`src/rtl/rr_arbiter_4to1.sv`:
```
// Four-requester arbiter with a one-word registered output stage.
// Define RR_ARBITER_FIXED_PRIO_EN for fixed priority (0 highest); default is round-robin.
module rr_arbiter_4to1 #(
  parameter int WIDTH = 3
) (
  input  logic             clk,
  input  logic             rst,
  input  logic [3:0]       req,
  input  logic [WIDTH-1:0] i0,
  input  logic [WIDTH-1:0] i1,
  input  logic [WIDTH-1:0] i2,
  input  logic [WIDTH-1:0] i3,
  output logic [3:0]       ack,
  output logic [WIDTH-1:0] y,
  output logic             y_valid,
  input  logic             y_ready,
  output logic [1:0]       sel
);

  typedef enum logic {EMPTY = 1'b0, FULL = 1'b1} state_e;

  state_e                  state_q, state_d;
  logic [WIDTH-1:0]        y_q, y_d;
  logic [1:0]              sel_q, sel_d;
  logic [1:0]              ptr_q, ptr_d;
  logic [3:0][WIDTH-1:0]   din;
  logic [1:0]              base, win, idx;
  logic                    found, cap;

  assign din = {i3, i2, i1, i0};

`ifdef RR_ARBITER_FIXED_PRIO_EN
  assign base = 2'd0;
`else
  assign base = ptr_q;
`endif

  // Search upward from base; the 2-bit index wraps 3 -> 0 on its own.
  always_comb begin
    found = 1'b0;
    win   = base;
    idx   = base;
    for (int k = 0; k < 4; k++) begin
      idx = base + 2'(k);
      if (!found && req[idx]) begin
        found = 1'b1;
        win   = idx;
      end
    end
  end

  always_comb begin
    state_d = state_q;
    y_d     = y_q;
    sel_d   = sel_q;
    ptr_d   = ptr_q;
    cap     = !rst && found && (state_q == EMPTY || y_ready);
    ack     = cap ? (4'b0001 << win) : 4'b0000;
    if (cap) begin
      state_d = FULL;
      y_d     = din[win];
      sel_d   = win;
      ptr_d   = win + 2'd1;
    end else if (state_q == FULL && y_ready) begin
      // Drained with nothing waiting: keep y/sel, just mark empty.
      state_d = EMPTY;
    end
  end

  always_ff @(posedge clk or posedge rst) begin
    if (rst) begin
      state_q <= EMPTY;
      y_q     <= '0;
      sel_q   <= 2'd0;
      ptr_q   <= 2'd0;
    end else begin
      state_q <= state_d;
      y_q     <= y_d;
      sel_q   <= sel_d;
      ptr_q   <= ptr_d;
    end
  end

  assign y       = y_q;
  assign sel     = sel_q;
  assign y_valid = (state_q == FULL);

endmodule

```
`config.mk`:
```
export PLATFORM = sky130hd
export DESIGN_NAME = rr_arbiter_4to1
export DESIGN_NICKNAME = d
export VERILOG_FILES = /design/src/rtl/rr_arbiter_4to1.sv
export SDC_FILE = /design/constraint.sdc
export NUM_CORES = 1
export LEC_CHECK = 0
export CAP_MARGIN = 20
export CORE_UTILIZATION = 35
export CTS_CLUSTER_DIAMETER = 100
export DETAILED_ROUTE_END_ITERATION = 16
export PLACE_DENSITY = 0.84
export SETUP_SLACK_MARGIN = 0.2
export SLEW_MARGIN = 15
export SYNTH_ARGS = -nofsm -noshare
export SYNTH_HDL_FRONTEND = slang
export SYNTH_SLANG_ARGS = --single-unit
```
`constraint.sdc`:
```
create_clock -name clk -period 1.5 [get_ports clk]
set_input_delay 0.3 -clock clk [delete_from_list [all_inputs] [get_ports clk]]
set_output_delay 0.3 -clock clk [all_outputs]
set_load 0.005 [all_outputs]
```
==> results of run 1 <==
-- path summary, 6_finish.rpt --
path | slack, ns | startpoint | end
setup / recovery | -0.42 | base[1] | ack[3]
hold / removal | 0.28 | rst | y_valid
setup reg to reg | -0.31 | base[1] | y[0]
hold reg to reg | 0.47 | sel[1] | sel[1]
max in group asynchronous | 0.95 | rst | base[1]
min in group clk | 0.41 | y_ready | y_valid
-- per-layer routing --
metal  vias to the layer above  global-route usage (%)
met4                         0                    12.7
met1                       358                    27.4
met2                        40                    39.4
met5                         -                       0
met3                         5                    1.70
li1                        360                       -
-- synth_stat cells --
cell and n:
or3_1 1, o21ba_4 1, o221a_2 3, buf_2 1
o31a_1 3, nor2b_1 4, a2111o_1 1, a211oi_1 3
nor3_1 4, o21ai_0 2, nor3_4 1, o21bai_1 1
xnor2_1 1, o31ai_2 3, o21a_1 1, dfrtp_1 8
nand2_2 1, or2_0 1, nand3_1 1, a21oi_2 1
nor4_1 1, nor2_1 2, nand2_1 13, a21boi_1 1
or2_1 1, inv_1 4, nand2b_1 1, o21ai_1 1
o21a_2 1
-- repair_timing --
item,4_1_cts,5_1_grt
cloned,1,0
setup endpoints to repair,18,11
gates resized for setup,53,15
pin swaps,7,7
setup buffers,7,2
-- where the power goes --
part / switching [µW] / internal, µW
Combinational: 435 / 535
Clock: 75.1 / 91.7
Sequential: 65.3 / 295
-- cell families after synthesis --
logic type / Yosys count
xor+xnor: 1
simple gates: 31
flops: 8
buf+inv: 5
compound gates: 22
-- area by class of cell --
type                       instances  area (µm²)  share of cell area (%)
sequential                         8         201                    17.0
tap                               16        20.0                    1.69
multi-input combinational         54         484                    40.9
clock buffer                       3        22.5                    1.90
timing repair buffer              52         440                    37.2
inverter                           4        15.0                    1.27
-- metrics by stage --
| step | worst slack (ns) | util, % |
|---|---|---|
| after detailed placement | -1.00 | 65.7 |
| after global routing | -0.488 | 76.8 |
| after floorplan | 0.00426 | - |
| final | -0.421 | 76.8 |
| after global placement | -0.946 | 65.7 |
| after CTS | -0.381 | 74.8 |
-- worst max-delay path, cell delays in order (launching register included) --
cell and delay (ns):
dfrtp_2 0.43, nor3_2 0.06, a2111o_1 0.45, nand2_2 0.13, nand2_4 0.07, nor3_4 0.11, buf_2 0.14
-- state kept, by name, indices dropped and copies added (netlist names) --
signal   cells
y            3
base         2
sel          2
y_valid      1
==> summary.txt, run 1 <==
Global routing
  • Largest net degree at the start of global routing: 9
  • GR Overflow Total: 0
  • Initial antenna violation count: 0
  • Global-route wire length before repair: 3150 µm
  • Total GRT Usage: 22.8%
  • Vias in the first global route: 770

Floorplan
  • Core Area: 1540 µm²
  • Die area: 1860 µm²
  • Die Span Y: 43.1 µm
  • Num rows: 14
  • Initial Utilization: 38.4%
  • Die W: 43.1 µm
  • IO Count: 29

Setup path
  • Arrival time worst endpoint: 1.62 ns
  • Reg2reg path depth: 9
  • Critical setup path kind: reg2out
  • Startpoint types: flop
  • CP Capture Type: output port
  • Critical Path RT: 1.20 ns
  • Worst-path fanout max: 6

CTS
  • Num CTS Buffers: 3
  • H-tree levels: 1
  • CTS clk-pin slew, worst paths: 0.06 ns
  • Max clock buf depth: 2
  • CTS root buf: clkbuf_4
  • CTS sink cnt: 8
  • CTS tree: yes
  • Clk Latency, worst-skew pair: 0.25 ns
  • CTS Hold Buffers Added: 0

Yosys
  • Ranking of synthesized cells by area: dfrtp_1 34%, nand2_1 8.2%, o31ai_2 6.3%
  • Adder-cell share of the synthesized area: 0%
  • Mux share of post-synthesis cell area: 0%
  • Post-synthesis compound-gate area fraction: 34.2%
  • Post-synthesis average cell area: 8.83 µm²
  • Cells after Synth: 67
  • Largest family of logic cells by synthesized area: compound AO/OA/AOI/OAI gates
  • Mapped cell area: 592 µm²
  • Area leader, netlist: dfrtp_1
  • Synth warn: 0
  • Synth Area in Simple Gates: 27.1%
  • Post-Syn Nets: 86
  • Count of state elements after synthesis: 8
  • Post-synth cell types: 29
  • Area share of the largest cell type after synthesis: 33.8%
  • Xor-xnor portion of the synthesized cell area: 1.48%
  • Register area share after synthesis: 33.8%

Outcome
  • Failing checks: negative setup slack
  • Status: complete, but fails checks

Timing
  • Final Hold Viols: 0
  • WHS: 0.284 ns
  • Pins Over Slew Limit: 0
  • Worst Setup Slack, final: -0.421 ns
  • Skew final: 0.00322 ns
  • Sum Neg Setup Slack: -2.78 ns
  • Slew @ Worst Pin: 0.314 ns
  • Period utilisation layout: 128%
  • RSZ-0062 raised after global routing: yes
  • Setup violations, final: 9
  • Fmax: 521 MHz
  • Crit path time final: 1.92 ns
  • Slew Limit Headroom: 78.9%

Place
  • Post-Place Cell Area: 1010 µm²
  • Port Buffers: 28
  • Placer Congestion: 0.844
  • Dpl hpwl: 1260 µm
  • Placed cell count: 124

Route
  • M1 WL: 803 µm
  • DR iter-0 viols: 13
  • Vias per cell: 5.57
  • Routed wl met2: 1120 µm
  • Post-DR wirelength/cell: 15.1 µm
  • Remaining antenna violation count: 0
  • Top layer in use: met4
  • Drt first pass iters: 4
  • Post-route DRC: 0
  • Met3 Routed Length: 113 µm
  • Final WL: 2070 µm
  • Routed via count: 763

Finish
  • # nets final: 142
  • N_diodes: 0
  • Layout Area Growth over Synthesis: 100%
  • Final Cell Area: 1180 µm²
  • Layout cells sized above 1: 54.5%
  • Most frequent cells in the layout: 17 x buf_4, 12 x clkdlybuf4s50_1, 9 x nand2_1
  • Layout Cells excl Fill: 137
  • Most common cell after layout, fill and taps aside: buf_4
  • Layout fillers: 116

Hold path
  • Hold WC Path Type: in2async

Power and ir drop
  • LEAKAGE: 0.000573 µW
  • Worst IR Drop VDD: 810 µV
  • Pwr dens: 1270 nW/µm²
  • Power Total: 1500 µW

Run
  • Max Cap Viol: 0
(Power assumes the default switching activity.)
==> run 2, diff against run 1 <==
- CORE_UTILIZATION: 35 -> 42
- PLACE_DENSITY: 0.84 -> 0.93
- SLEW_MARGIN: 15 -> 20
- clock period: 1.5 -> 2.3 ns (I/O delays scaled with it)
==> run 2 against run 1 <==
- the run now ends clean
- flip-flop and latch count did not move
- clock-buffer cell count did not move
- die area fell by 16%
- routed wire length rose by 8.5%
- sequential share of layout area rose by 1.3 points
==> summary.txt, run 2 (same netlist as run 1, synthesis figures left out) <==
Setup path
  • Crit path cell chain: a21boi_1, o21ba_4, buf_6, nor3_4, buf_4, nor2_2, buf_2
  • FF-to-FF Start: base[0]
  • CP max stage cell: dfrtp_2
  • Worst Path Buf+Inv: 3 (+2)
  • Arrival time worst endpoint: 1.64 ns (+0.02 ns)
  • CP top delay family: flip-flops
  • Critical Path RT: 1.84 ns (+0.64 ns)
  • Reg2reg path depth: 8 (-1)
  • Reg-to-reg setup timing slack: 0.31 ns (+0.62 ns)
  • Critical setup path kind: reg2out
  • CP max stage delay: 0.46 ns (about the same)
  • Worst-path fanout max: 8 (+2)
  • Startpoint types: flop
  • CP Capture Type: output port
  • FF-to-FF End: y[1]

Timing
  • Pins Over Slew Limit: 0 (unchanged)
  • Slew Limit Headroom: 68.0% (-11 points)
  • Setup violations, final: 0 (-9)
  • Fmax: 477 MHz
  • Worst Setup Slack, final: 0.202 ns (+0.623 ns)
  • Final Hold Viols: 0 (unchanged)
  • Skew final: 0.00130 ns (-0.00192 ns)
  • Slew @ Worst Pin: 0.476 ns (+0.163 ns)
  • RSZ-0062 raised after global routing: yes
  • Period utilisation layout: 91.2%
  • Crit path time final: 2.10 ns

Floorplan
  • Num rows: 13 (-1)
  • IO Count: 29 (unchanged)
  • Die W: 39.5 µm (-8.3%)
  • Die Span Y: 39.5 µm (-8.3%)
  • Core Area: 1300 µm² (-16%)
  • Initial Utilization: 45.5% (+7.1 points)
  • Die area: 1560 µm² (-16%)

Global routing
  • GR Overflow Total: 0 (unchanged)
  • Total GRT Usage: 32.6% (+9.8 points)
  • Global-route wire length before repair: 3310 µm (+4.8%)
  • Largest net degree at the start of global routing: 11 (+2)
  • Initial antenna violation count: 0 (unchanged)
  • Vias in the first global route: 745 (-3.2%)

Power and ir drop
  • Clock power share: 11.6% (+0.5 points)
  • LEAKAGE: 0.000509 µW (-11%)
  • Reg power frac: 25.7% (+1.6 points)
  • P_int: 574 µW (-38%)
  • Worst IR Drop VDD: 505 µV (-38%)
  • Sw Ratio: 38.0% (-0.45 points)
  • Pwr dens: 835 nW/µm² (-34%)
  • Gate power share: 62.7% (-2.1 points)
  • Power Total: 925 µW (-38%)
  • Sw power: 351 µW (-39%)

Finish
  • Layout fillers: 73 (-37%)
  • Layout cells sized above 1: 46.6% (-7.9 points)
  • N_diodes: 0 (unchanged)
  • Layout Area Growth over Synthesis: 87.3%
  • Most common cell after layout, fill and taps aside: buf_4
  • Max FFs per register: 3 (unchanged)
  • Most frequent cells in the layout: 19 x buf_4, 18 x clkdlybuf4s50_1, 12 x nand2_1
  • # nets final: 139 (-2.1%)

Outcome
  • Status: complete, no violations

CTS
  • CTS sink cnt: 8 (unchanged)
  • CTS tree: yes
  • CTS root buf: clkbuf_4
  • H-tree levels: 1 (unchanged)
  • CTS clk-pin slew, worst paths: 0.05 ns (about the same)
  • CTS Hold Buffers Added: 0 (unchanged)
  • Clk Latency, worst-skew pair: 0.25 ns (about the same)
  • Num CTS Buffers: 3 (unchanged)
  • Max clock buf depth: 2 (unchanged)

Route
  • Vias per cell: 5.89 (+5.7%)
  • Post-DR wirelength/cell: 16.9 µm (+12%)
  • Routed via count: 783 (+2.6%)
  • Final WL: 2250 µm (+8.5%)
  • Remaining antenna violation count: 0 (unchanged)
  • Post-route DRC: 0 (unchanged)
  • DR iter-0 viols: 34 (+21)
  • Drt first pass iters: 4 (unchanged)

Place
  • Dpl hpwl: 1410 µm (+12%)
  • Placer Congestion: 0.796 (-5.7%)
  • Port Buffers: 28 (unchanged)
  • Place WS: -0.669 ns (+0.336 ns)

Run
  • Max Cap Viol: 0 (unchanged)

Hold path
  • Hold WC Path Type: in2async
-- run 2: cell count changes in the layout (fill, tap and decap cells not counted), sizes merged --
cell | before | now
dlygate4sd2 | 7 | 2
clkbuf | 6 | 3
clkdlybuf4s50 | 12 | 18
dlymetal6s2s | 1 | 0
buf | 29 | 28
clkdlybuf4s15 | 0 | 1
-- run 2: power by group through the flow --
stage          Sequential, µW  Clock, µW  Combinational (µW)
6_report                  238        108                 580
5_1_grt                   246        116                 614
4_1_cts                   233        107                 537
3_5_place_dp              230          0                 474
3_3_place_gp              229          0                 454
2_1_floorplan             231          0                 232
-- run 2: worst max path at each step --
| stage | from | end | slack (ns) | depth (start not counted) |
|---|---|---|---|---|
| global placement | req[3] | ack[3] | -0.55 | 7 |
| detailed placement | req[3] | ack[1] | -0.67 | 7 |
| global route | base[1] | ack[3] | 0.15 | 6 |
| finish | base[1] | ack[2] | 0.20 | 7 |
| floorplan | req[0] | ack[3] | 0.34 | 5 |
| CTS | base[1] | ack[3] | 0.16 | 6 |
-- run 2: layout make-up --
type	count	area, µm²	area share [%]
Timing Repair Buffer	49	408	36.8
Clock buffer	3	22.5	2.03
Multi-Input combinational cell	54	442	39.8
Sequential cell	8	203	18.3
Inverter	4	15.0	1.35
Tap cell	15	18.8	1.69
-- run 2: through the flow --
step | cell area, µm² | utilization, % | TNS [ns] | cells | hold WS [ns]
6_report | 1110 | 85.2 | 0 | 133 | 0.479
5_1_grt | 1110 | 85.2 | 0 | 133 | 0.495
4_1_cts | 1100 | 84.2 | 0 | 132 | 0.473
3_5_place_dp | 991 | 76.2 | -3.04 | 123 | 0.471
3_3_place_gp | 991 | 76.2 | -2.22 | 123 | 0.458
2_1_floorplan | 592 | - | 0 | 67 | 0.276
-- run 2: metal layers --
metal | track usage, % | wire length [µm] | vias to the layer above
li1 | - | - | 355
met1 | 40.8 | 964 | 370
met2 | 51.2 | 1090 | 50
met3 | 5.68 | 140 | 8
met4 | 19.8 | 57 | 0
met5 | 0 | 0 | -
-- run 2: what timing repair did --
action                                  4_1_cts  5_1_grt
pin swaps                                     9        1
gates resized for setup                      51        3
buffers inserted                              6        1
endpoints found under the setup margin        7        4
-- run 2: worst register-to-register path, cell delays in order (launching register included) --
cell      delay (ns)
dfrtp_2         0.40
nor2b_4         0.05
buf_4           0.14
o21a_4          0.22
buf_4           0.15
buf_4           0.15
o31a_1          0.30
a211oi_1        0.34
o31ai_2         0.11
==> run 3, diff against run 2 <==
- PLACE_DENSITY: 0.93 -> unset
- PLACE_DENSITY_LB_ADDON: unset -> 0.15
==> run 3 against run 2 <==
- hold slack got worse by 0.023 ns
- register-to-register slack got worse by 0.07 ns
- routed wire length rose by 7.7%
- critical path depth fell by 1
- critical path type unchanged
- critical endpoint is now ack[3]
==> summary.txt, run 3 (same netlist as run 1, synthesis figures left out) <==
Outcome
  • Status: complete, no violations

CTS
  • H-tree levels: 1 (unchanged)
  • CTS sink cnt: 8 (unchanged)
  • CTS Hold Buffers Added: 0 (unchanged)
  • Max clock buf depth: 2 (unchanged)
  • CTS root buf: clkbuf_4
  • Clk Latency, worst-skew pair: 0.27 ns (+0.02 ns)
  • Num CTS Buffers: 3 (unchanged)
  • CTS tree: yes
  • CTS clk-pin slew, worst paths: 0.06 ns (about the same)

Timing
  • Crit path time final: 2.17 ns (+0.0757 ns)
  • Pins Over Slew Limit: 0 (unchanged)
  • Slew Limit Headroom: 72.5% (+4.6 points)
  • Final Hold Viols: 0 (unchanged)
  • WHS: 0.455 ns (-0.0235 ns)
  • Slew @ Worst Pin: 0.408 ns (-0.0688 ns)
  • Skew final: 0.00337 ns (+0.00207 ns)
  • Period utilisation layout: 94.5% (+3.3 points)
  • Setup violations, final: 0 (unchanged)
  • Fmax: 460 MHz (-3.5%)
  • RSZ-0062 raised after global routing: yes

Route
  • Post-DR wirelength/cell: 18.1 µm (+6.9%)
  • Post-route DRC: 0 (unchanged)
  • Routed via count: 756 (-3.4%)
  • Remaining antenna violation count: 0 (unchanged)
  • DR iter-0 viols: 30 (-12%)
  • Vias per cell: 5.64 (-4.2%)
  • Drt first pass iters: 4 (unchanged)
  • Final WL: 2420 µm (+7.7%)

Place
  • Dpl hpwl: 1420 µm (+0.79%)
  • Port Buffers: 28 (unchanged)
  • Post-Place Cell Area: 976 µm² (-1.5%)
  • Placer Congestion: 0.745 (-6.4%)
  • Placed cell count: 121 (-1.6%)

Power and ir drop
  • LEAKAGE: 0.000513 µW (+0.78%)
  • Worst IR Drop VDD: 470 µV (-7.0%)
  • Pwr dens: 853 nW/µm² (+2.2%)
  • Power Total: 952 µW (+2.9%)

Finish
  • Layout cells sized above 1: 49.6% (+3.0 points)
  • Max FFs per register: 3 (unchanged)
  • Most frequent cells in the layout: 20 x buf_4, 18 x clkdlybuf4s50_1, 12 x nand2_1
  • N_diodes: 0 (unchanged)
  • Layout Cells excl Fill: 134 (+0.75%)
  • # nets final: 140 (+0.72%)
  • Layout fillers: 67 (-8.2%)
  • Layout Area Growth over Synthesis: 88.6%
  • Final Cell Area: 1120 µm² (+0.68%)
  • Most common cell after layout, fill and taps aside: buf_4

Global routing
  • GR peak layer: met2
  • Global-route wire length before repair: 3140 µm (-5.0%)
  • Vias in the first global route: 697 (-6.4%)
  • Initial antenna violation count: 0 (unchanged)
  • Met2 GRT Util: 56.6% (+5.3 points)
  • GR Overflow Total: 0 (unchanged)
  • Global routing usage on met3: 3.41% (-2.3 points)
  • Largest net degree at the start of global routing: 11 (unchanged)
  • Total GRT Usage: 30.7% (-1.9 points)
  • Routing usage on met1: 34.4% (-6.4 points)

Floorplan
  • Num rows: 13 (unchanged)
  • Die area: 1560 µm² (unchanged)
  • Initial Utilization: 45.5% (unchanged)
  • IO Count: 29 (unchanged)
  • Die W: 39.5 µm (unchanged)
  • Die Span Y: 39.5 µm (unchanged)
  • Core Area: 1300 µm² (unchanged)

Setup path
  • Reg-to-reg setup timing slack: 0.24 ns (-0.07 ns)
  • Reg2reg path depth: 8 (unchanged)
  • Critical Path RT: 1.84 ns (about the same)
  • Startpoint types: flop
  • Worst-path fanout max: 4 (-4)
  • Critical setup path kind: reg2out
  • Arrival time worst endpoint: 1.71 ns (+0.07 ns)
  • CP Capture Type: output port
  • FF-to-FF End: y[2]
  • FF-to-FF Start: base[0]

Run
  • Max Cap Viol: 0 (unchanged)

Hold path
  • Hold WC Path Type: in2async
## run 3: timing repair
item,4_1_cts,5_1_grt
pin swaps,12,6
setup buffers,7,3
resized for setup,48,10
setup endpoints to repair,7,4
## run 3: worst max-delay path, cell delays in order, from the launching register on
cell	delay [ns]
dfrtp_2	0.44
nor2b_1	0.10
a2111o_1	0.44
nand2_2	0.10
nand2_2	0.09
nor3_2	0.13
buf_2	0.13
## run 3: stage by stage
stage	setup TNS, ns	setup WS (ns)	utilization, %
after floorplan	0	0.342	-
after global placement	-2.42	-0.545	75.0
after detailed placement	-2.82	-0.620	75.0
after CTS	0	0.204	82.2
after global routing	0	0.103	85.8
final	0	0.126	85.8
## run 3: metal layers
| layer | vias up | routed length, µm |
|---|---|---|
| li1 | 350 | - |
| met1 | 354 | 973 |
| met2 | 40 | 1190 |
| met3 | 12 | 136 |
| met4 | 0 | 128 |
| met5 | - | 0 |
## run 3: final cells by class
class / instances / area [µm²] / share of cell area, %
Inverter: 4 / 15.0 / 1.35
Multi-Input combinational cell: 54 / 438 / 39.2
Tap cell: 15 / 18.8 / 1.68
Clock buffer: 3 / 22.5 / 2.02
Sequential cell: 8 / 203 / 18.2
Timing Repair Buffer: 50 / 419 / 37.6
## run 3: worst max-delay path by stage
stage          slack (ns)      to    start
2_1_floorplan        0.34  ack[3]   req[0]
3_3_place_gp        -0.55  ack[3]   req[3]
3_5_place_dp        -0.62  ack[3]   req[3]
4_1_cts              0.20  ack[2]   req[1]
5_1_grt              0.10  ack[3]  base[0]
6_report             0.13  ack[3]  base[0]
## run 3: power breakdown
group	total, µW	switching [µW]	leakage [µW]	internal (µW)
clock	116	55.9	0.0000138	60.3
combinational	587	258	0.000405	329
sequential	249	55.0	0.0000937	194
